**src/rtl/lsu_mem_responder_if.sv**
```systemverilog
// Request/response bundle between the control unit, the load/store responder
// and the 64-bit data memory.
interface lsu_mem_responder_if;
    logic        req;
    logic        we;
    logic [2:0]  funct3;
    logic [63:0] addr;
    logic [63:0] wdata;
    logic        busy;
    logic        done;
    logic        fault;
    logic [63:0] rdata;
    logic [63:0] mem_addr;
    logic [63:0] mem_wdata;
    logic        mem_wr;
    logic [63:0] mem_rdata;

    // master is the environment side: control unit plus memory read port
    modport master (
        output req, we, funct3, addr, wdata, mem_rdata,
        input  busy, done, fault, rdata, mem_addr, mem_wdata, mem_wr
    );

    modport slave (
        input  req, we, funct3, addr, wdata, mem_rdata,
        output busy, done, fault, rdata, mem_addr, mem_wdata, mem_wr
    );
endinterface

```
**src/rtl/lsu_mem_responder.sv**
```systemverilog
// Sized RISC-V load/store responder for a 64-bit little-endian data memory;
// sub-doubleword stores use read-modify-write, loads are sign/zero extended.
module lsu_mem_responder (
    input  logic                  clk,
    input  logic                  reset,
    lsu_mem_responder_if.slave    bus
);

    typedef enum logic [2:0] {
        IDLE,
        RD,
        CAP,
        MERGE,
        WR,
        DONE
    } state_t;

    state_t      state;
    state_t      next_state;

    logic        we_q;
    logic [2:0]  funct3_q;
    logic [2:0]  off_q;
    logic [63:0] wdata_q;
    logic        fault_q;
    logic [63:0] rdata_q;
    logic [63:0] mem_addr_q;
    logic [63:0] mem_wdata_q;

    logic        misaligned;
    logic        illegal;
    logic        bad_req;
    logic        is_sd;
    logic [5:0]  shamt;
    logic [63:0] lane_mask;
    logic [63:0] lane_data;
    logic [63:0] merged;
    logic [63:0] load_val;

    // Acceptance-time checks operate on the live request inputs.
    always_comb begin
        misaligned = 1'b0;
        case (bus.funct3[1:0])
            2'b01:   misaligned = bus.addr[0];
            2'b10:   misaligned = (bus.addr[1:0] != 2'b00);
            2'b11:   misaligned = (bus.addr[2:0] != 3'b000);
            default: misaligned = 1'b0;
        endcase
        illegal = (bus.funct3 == 3'b111) || (bus.we && bus.funct3[2]);
        bad_req = misaligned || illegal;
        is_sd   = bus.we && (bus.funct3 == 3'b011);
    end

    // Lane extraction and merge for the latched access.
    always_comb begin
        shamt = {off_q, 3'b000};
        case (funct3_q[1:0])
            2'b00:   lane_mask = 64'h0000_0000_0000_00FF;
            2'b01:   lane_mask = 64'h0000_0000_0000_FFFF;
            2'b10:   lane_mask = 64'h0000_0000_FFFF_FFFF;
            default: lane_mask = '1;
        endcase
        lane_data = bus.mem_rdata >> shamt;
        merged    = (bus.mem_rdata & ~(lane_mask << shamt))
                  | ((wdata_q & lane_mask) << shamt);
    end

    always_comb begin
        load_val = lane_data;
        case (funct3_q)
            3'b000:  load_val = {{56{lane_data[7]}},  lane_data[7:0]};
            3'b001:  load_val = {{48{lane_data[15]}}, lane_data[15:0]};
            3'b010:  load_val = {{32{lane_data[31]}}, lane_data[31:0]};
            3'b100:  load_val = {56'd0, lane_data[7:0]};
            3'b101:  load_val = {48'd0, lane_data[15:0]};
            3'b110:  load_val = {32'd0, lane_data[31:0]};
            default: load_val = lane_data;
        endcase
    end

    always_ff @(posedge clk) begin
        if (reset) begin
            state <= IDLE;
        end else begin
            state <= next_state;
        end
    end

    always_comb begin
        next_state = state;
        case (state)
            IDLE: begin
                if (bus.req) begin
                    if (bad_req) begin
                        next_state = DONE;
                    end else if (is_sd) begin
                        next_state = WR;
                    end else begin
                        next_state = RD;
                    end
                end
            end
            RD:      next_state = we_q ? MERGE : CAP;
            CAP:     next_state = DONE;
            MERGE:   next_state = WR;
            WR:      next_state = DONE;
            DONE:    next_state = IDLE;
            default: next_state = IDLE;
        endcase
    end

    always_ff @(posedge clk) begin
        if (reset) begin
            we_q        <= 1'b0;
            funct3_q    <= '0;
            off_q       <= '0;
            wdata_q     <= '0;
            fault_q     <= 1'b0;
            rdata_q     <= '0;
            mem_addr_q  <= '0;
            mem_wdata_q <= '0;
        end else begin
            case (state)
                IDLE: begin
                    if (bus.req) begin
                        we_q       <= bus.we;
                        funct3_q   <= bus.funct3;
                        off_q      <= bus.addr[2:0];
                        wdata_q    <= bus.wdata;
                        fault_q    <= bad_req;
                        mem_addr_q <= {bus.addr[63:3], 3'b000};
                        if (is_sd && !bad_req) begin
                            mem_wdata_q <= bus.wdata;
                        end
                    end
                end
                CAP:     rdata_q     <= load_val;
                MERGE:   mem_wdata_q <= merged;
                default: ;
            endcase
        end
    end

    // Write strobe is gated by reset so an abandoned store never lands.
    assign bus.busy      = (state != IDLE);
    assign bus.done      = (state == DONE);
    assign bus.fault     = (state == DONE) && fault_q;
    assign bus.rdata     = rdata_q;
    assign bus.mem_addr  = mem_addr_q;
    assign bus.mem_wdata = mem_wdata_q;
    assign bus.mem_wr    = (state == WR) && !reset;

endmodule
```
**src/flat_wrapper.sv**
```systemverilog
// flat-port wrapper written by rule: the top's interface ports become plain ports
module lsu_mem_responder_flat 
  (clk, reset, bus_req, bus_we, bus_funct3, bus_addr, bus_wdata, bus_mem_rdata, bus_busy, bus_done, bus_fault, bus_rdata, bus_mem_addr, bus_mem_wdata, bus_mem_wr);
  lsu_mem_responder_if bus_i ();
  input  logic clk;
  input  logic reset;
  input wire logic [$bits(bus_i.req)-1:0] bus_req;
  input wire logic [$bits(bus_i.we)-1:0] bus_we;
  input wire logic [$bits(bus_i.funct3)-1:0] bus_funct3;
  input wire logic [$bits(bus_i.addr)-1:0] bus_addr;
  input wire logic [$bits(bus_i.wdata)-1:0] bus_wdata;
  input wire logic [$bits(bus_i.mem_rdata)-1:0] bus_mem_rdata;
  output wire logic [$bits(bus_i.busy)-1:0] bus_busy;
  output wire logic [$bits(bus_i.done)-1:0] bus_done;
  output wire logic [$bits(bus_i.fault)-1:0] bus_fault;
  output wire logic [$bits(bus_i.rdata)-1:0] bus_rdata;
  output wire logic [$bits(bus_i.mem_addr)-1:0] bus_mem_addr;
  output wire logic [$bits(bus_i.mem_wdata)-1:0] bus_mem_wdata;
  output wire logic [$bits(bus_i.mem_wr)-1:0] bus_mem_wr;
  assign bus_i.req = bus_req;
  assign bus_i.we = bus_we;
  assign bus_i.funct3 = bus_funct3;
  assign bus_i.addr = bus_addr;
  assign bus_i.wdata = bus_wdata;
  assign bus_i.mem_rdata = bus_mem_rdata;
  assign bus_busy = bus_i.busy;
  assign bus_done = bus_i.done;
  assign bus_fault = bus_i.fault;
  assign bus_rdata = bus_i.rdata;
  assign bus_mem_addr = bus_i.mem_addr;
  assign bus_mem_wdata = bus_i.mem_wdata;
  assign bus_mem_wr = bus_i.mem_wr;
  lsu_mem_responder u_core (.clk(clk), .reset(reset), .bus(bus_i));
endmodule
```
**config.mk**
```make
export PLATFORM = sky130hd
export DESIGN_NAME = lsu_mem_responder_flat
export DESIGN_NICKNAME = d
export VERILOG_FILES = /design/src/rtl/lsu_mem_responder_if.sv /design/src/rtl/lsu_mem_responder.sv /design/src/flat_wrapper.sv
export SDC_FILE = /design/constraint.sdc
export NUM_CORES = 1
export LEC_CHECK = 0
export BUFFER_PORTS_ARGS = -buffer_cell sky130_fd_sc_hd__buf_2
export CAP_MARGIN = 20
export CORE_ASPECT_RATIO = 1.1
export CORE_UTILIZATION = 50
export DETAILED_ROUTE_END_ITERATION = 6
export PLACE_DENSITY = 0.77
export SLEW_MARGIN = 10
export SYNTH_ARGS = -nofsm -noshare
export SYNTH_HDL_FRONTEND = slang
export SYNTH_SLANG_ARGS = --single-unit
```
**constraint.sdc**
```tcl
create_clock -name clk -period 2.58 [get_ports clk]
set_clock_uncertainty 0.2 [all_clocks]
set_input_delay 0.258 -clock clk [delete_from_list [all_inputs] [get_ports clk]]
set_output_delay 0.258 -clock clk [all_outputs]
set_load 0.03 [all_outputs]
```
-- Word level (Yosys, flattened, before mapping)
Index checks and enable logic that the tools add are counted.
- word-level logic and storage cells: 65
- bits in registers: 264
- bitwise logic cells: 4
- shift operators: 3
- reductions and logical operators: 19
- equal/unequal tests: 19
- mux-type cells: 11
- operator list (cell ; count):
    case mux 64 bit (6 select lines) ; 1
    case mux 64 bit (3 select lines) ; 1
    AND 64 bit ; 2
    2-to-1 mux 64 bit ; 2
    case mux 64 bit (2 select lines) ; 1
    << shifter 64 x 6 -> 64 bit ; 2
    NOT 64 bit ; 1
    bitwise OR 64 bit ; 1
    >> shifter 64 x 6 -> 64 bit ; 1
    equality test 3 bit, second input constant ; 6
    equality test 3 x 2 -> 1 bit, second input constant ; 4
    case mux 3 bit (4 select lines) ; 1
    2-to-1 mux 3 bit ; 3
    equality test 2 bit, second input constant ; 3
    equality test 3 x 1 -> 1 bit, second input constant ; 2
    logical NOT 3 bit ; 2
    nonzero test 3 bit ; 2
    logical AND 1 bit ; 5
    equality test 2 x 1 -> 1 bit, second input constant ; 2
    nonzero test 2 bit ; 2
    case mux 1 bit (3 select lines) ; 1
    AND reduction 3 bit ; 1
    logical NOT 1 bit ; 2
    logical NOT 2 bit ; 1
    other kinds (6) ; 7

-- Logic depth before layout (Yosys ltp)
- word-level depth: 8
- depth in mapped cells: 10
- gate-level depth less buffers: 5

-- Worst setup path after synthesis
OpenSTA, ideal clock, no wires.
- path kind: input to output
- start point: input port reset
- end point: output port bus_mem_wr
- required time: 2.122 ns
- buffers on the path: 3
- path slack: 0.285 ns
- stages: 4
- arrival: 1.837 ns
- cell sequence: clkbuf_1 clkbuf_1 clkbuf_1 nor4b_1
- word-level cells in the longest chain between the ends: 2
- RTL lines (what ; line ; source):
    start, declared ; flat_wrapper.sv:6 ; input logic reset;
    logical NOT 1 bit ; lsu_mem_responder.sv:151 ; assign bus.mem_wr = (state == WR) && !reset;
    logical AND 1 bit ; lsu_mem_responder.sv:151 ;
    end, declared ; flat_wrapper.sv:19 ; output wire logic [$bits(bus_i.mem_wr)-1:0] bus_mem_wr;
Every way passes these cells.

-- Worst setup path after layout
- start point: register u_core.off_q[2]
- end point: register u_core.mem_wdata_q[53] (netlist: u_core.bus.mem_wdata[53])
- word-level cells in the longest chain between the ends: 5
- elaborated cells on any way between the ends: 6
- RTL lines (what ; line ; source):
    start, declared ; lsu_mem_responder.sv:23 ; logic [2:0] off_q;
    start signal, assigned ; lsu_mem_responder.sv:128 ; off_q <= bus.addr[2:0];
    << shifter 64 x 6 -> 64 bit ; lsu_mem_responder.sv:64 ; merged = (bus.mem_rdata & ~(lane_mask << shamt))
    NOT 64 bit ; lsu_mem_responder.sv:64 ;
    AND 64 bit ; lsu_mem_responder.sv:64 ;
    bitwise OR 64 bit (*) ; lsu_mem_responder.sv:65 ; | ((wdata_q & lane_mask) << shamt);
    case mux 64 bit (2 select lines) (*) ; lsu_mem_responder.sv:123 ; case (state)
    end signal, assigned ; lsu_mem_responder.sv:133 ; mem_wdata_q <= bus.wdata;
    end signal, assigned ; lsu_mem_responder.sv:138 ; MERGE: mem_wdata_q <= merged;
    end, declared ; lsu_mem_responder.sv:28 ; logic [63:0] mem_wdata_q;
Mark *: on every way between the ends. The rest lies on a longest branch, timed or not.
A chain may end at the register's enable or synchronous reset.

==> results.yml <==
die:
  die_x_um: 163
  core_sq_um: 27900
  fp.dieArea_sq_um: 29100
  boundaryPins: 395
  core.rowCount: 64
  start_util_pct: 50.9
  die_y_um: 179
pwr:
  finalPower_mw: 15.6
  p_per_area_nw_per_um2: 802
  p_leak_nw: 7.92
  ir_worst_vdd_v: 0.000616
drt:
  vias: 16900
  wl_per_cell_um: 23.8
  first_iter_violations: 1998
  dr.pass1.iters: 7
  drc: 6
  ant_nets: 0
  routed_wl_mm: 64.3
  routed_via_density: 6.26
min_path:
  hold_class: "input port to flip-flop"
  holdPathEnd: "u_core.bus.mem_wdata[7]"
  min_from: "bus_mem_rdata[7]"
  holdPathStages: 5
critical_path:
  rr_worst_depth: 6
  timing.rr.start: "u_core.off_q[2]"
  worst-endpoint-required_ps: 2810
  cp_max_fo: 34
  cp-end-kind: "flip-flop"
  path_cells: "buf_12 > nor2b_1 > and3_1 > a22o_1 > a2111oi_1 > o32ai_1"
  worst-setup-path-type: "flip-flop to flip-flop"
  r2r_setup_slack_ps: -5
  start_kind: "flip-flop"
  critPathArrivalTime_ps: 2810
  r2r-end: "u_core.bus.mem_wdata[53]"
  crit_slowest_cell: "a2111oi_1"
  slowest_delay_ps: 660
final_layout:
  drive_gt1_share_pct: 28.2
  final_nets: 2518
  fillers: 2233
  fin_cells: 2705
  final_area_sq_um: 19500
  finish.utilization_pct: 69.9
  area_delta_synth_final_pct: 37.3
flow_run:
  cap_violations: 0
placement:
  placed_area_sq_um: 17000
  dp_slack_ps: -22.4
  hpwlAfterDp_mm: 45.0
  dpl.cell_count: 2502
  numPortBuffers: 391
  gp_congestion: 0.980
logic_synthesis:
  synth.yosys.seq_area_share_pct: 37.2
  synth_ff_type: "dfxtp_1"
  syn_area_sq_um: 14200
  ys_ff_latch: 264
  syn_area_per_cell_sq_um: 7.93
  syn_inst: 1789
  synth-edff-count: 0
  ys_types: 67
  yosysWarnings: 0
  postSynth.asyncResetShare_pct: 0
clock_tree:
  cts_buffers: 28
  cts_root_buf: "clkbuf_16"
  cts.sinks: 264
  clkTransAtPathRegs_ps: 70
  h-tree-depth: 1
  cts_tree: "yes"
  clockBufferDepth: 3
  clk_latency_ps: 570
sta:
  max_freq_mhz: 387
  slew_viol_final: 0
  worst_pin_slew_ps: 696
  timing.hold.ws_ps: 36.7
  tns_ps: -5.16
  max_slew_margin_pct: 53.6
  setup_slack_ps: -5.16
  final.min_clock_period_ps: 2590
  post-route-period-util_pct: 100
  setup_viol: 1
  hold_violations: 0
run_status:
  status: "finished, violations left"
  violations: "design-rule violations, negative setup slack"
global_route:
  grt_pass1_vias: 16200
  grt_overflow_total: 0
  antenna_found_initial: 2
  grt_pass1_wl_mm: 95.3
  groute.usage.overall_pct: 42.9
  grt_max_degree: 85
synth_stat cells (all sizes together), types with 2 or more instances:
library cell / count / share of area, %
nand2: 369 / 9.8
dfxtp: 264 / 37
a21oi: 215 / 7.6
nor2: 132 / 3.5
a211oi: 113 / 7.4
clkbuf: 113 / 3.0
mux2i: 73 / 5.1
o21ai: 67 / 2.4
buf: 60 / 2.6
o22ai: 30 / 1.3
a221oi: 25 / 1.6
nor2b: 24 / 1.1
a21o: 21 / 1.1
a22oi: 20 / 1.1
nand3: 20 / 0.71
o211ai: 20 / 1.1
nand3b: 17 / 0.90
nor3: 15 / 0.60
o41ai: 14 / 0.86
nand2b: 13 / 0.57
a22o: 12 / 0.74
inv: 12 / 0.32
mux2: 12 / 0.95
a221o: 11 / 0.78
and2: 10 / 0.44
o2bb2ai: 10 / 0.62
a2bb2oi: 8 / 0.49
mux4: 8 / 1.3
a311oi: 7 / 0.43
o32ai: 7 / 0.43
o221a: 6 / 0.48
a31o: 5 / 0.31
nand4b: 5 / 0.31
or2: 5 / 0.22
or2b: 5 / 0.26
nor3b: 4 / 0.25
o221ai: 4 / 0.25
or3: 4 / 0.18
a32oi: 3 / 0.19
and3b: 3 / 0.19
nor4b: 3 / 0.29
a2111oi: 2 / 0.12
o21a: 2 / 0.11
o31a: 2 / 0.12
or4: 2 / 0.11
worst max path at each step:
stage / from / endpoint / slack, ps / depth (start not counted)
floorplan: reset / bus_mem_wr / 280 / 4
global placement: u_core.off_q[1] / u_core.bus.mem_wdata[53] / 8 / 7
detailed placement: u_core.off_q[2] / u_core.bus.mem_wdata[53] / -20 / 6
CTS: u_core.off_q[1] / u_core.bus.mem_wdata[47] / 40 / 7
global route: u_core.state[1] / u_core.wdata_q[19] / -20 / 8
finish: u_core.off_q[2] / u_core.bus.mem_wdata[53] / -5 / 6
flip-flops by register name, summed over array words and instances, names as in the netlist:
| name | flops |
|---|---|
| u_core.bus.rdata | 64 |
| u_core.wdata_q | 64 |
| u_core.state | 3 |
| u_core.off_q | 3 |
| u_core.bus.mem_addr | 61 |
| u_core.bus.mem_wdata | 64 |
| u_core.funct3_q | 3 |
| u_core.fault_q | 1 |
| u_core.we_q | 1 |
cells in the final DEF (no fill, tap or decap), types with 14 or more instances in the layout:
cell           instances
o41ai_1               14
dfxtp_1              262
o21ai_0               65
nand2_1              368
a211oi_1              71
a21o_1                21
mux2i_1               73
a211oi_2              42
dlygate4sd3_1        148
nand3b_1              17
o22ai_1               30
nor2_1               132
a221oi_1              24
buf_4                115
o211ai_1              20
nor2b_1               23
clkbuf_16             29
buf_2                390
a21oi_1              215
a22oi_1               20
nand3_1               20
buf_12                16
per-layer routing:
metal,vias to the layer above,global-route usage [%],routed length (um)
met5,-,0,0
met4,0,25.8,4300
met3,288,9.58,7210
met2,1260,68.6,28900
met1,7887,52.7,23900
li1,7502,-,-
where the power goes:
part	internal [mW]	leakage [nW]	switching, mW
clock network	2.42	0.448	1.77
registers	4.73	2.16	0.502
logic	2.15	5.31	4.06
total	9.30	7.92	6.34
worst max-delay path, delay by kind of cell (launching register included):
family | cells | cell delay, ps
buffers and inverters | 1 | 240
AND/OR/NAND/NOR | 2 | 390
AO/OA/AOI/OAI | 3 | 1180
flip-flops | 1 | 460
cells by family after synthesis:
logic type	after synthesis	share of synthesized area, %
buffers and inverters	186	5.89
multiplexers	93	7.37
flip-flops	264	37.2
AO/OA/AOI/OAI	608	29.7
AND/OR/NAND/NOR	637	19.8
other	1	0.0264
final cells by class:
type	instances	area, sq um	area share [%]
repair buffers	671	4640	23.8
clock buffers	39	783	4.02
inverters	13	48.8	0.250
well taps	363	454	2.33
flip-flops and latches	264	5290	27.2
diodes	2	5.00	0.0257
multi-input cells	1341	8120	41.7
clock inverters	12	146	0.751
repair_timing:
item / in CTS / in global routing
endpoints found under the setup margin: 1 / 8
endpoints found under the hold margin: 198 / 0
pin swaps: 0 / 1
setup buffers: 0 / 2
hold buffers: 148 / 0
cloned: 0 / 0
gates resized for setup: 1 / 7
(Power assumes the default switching activity.)
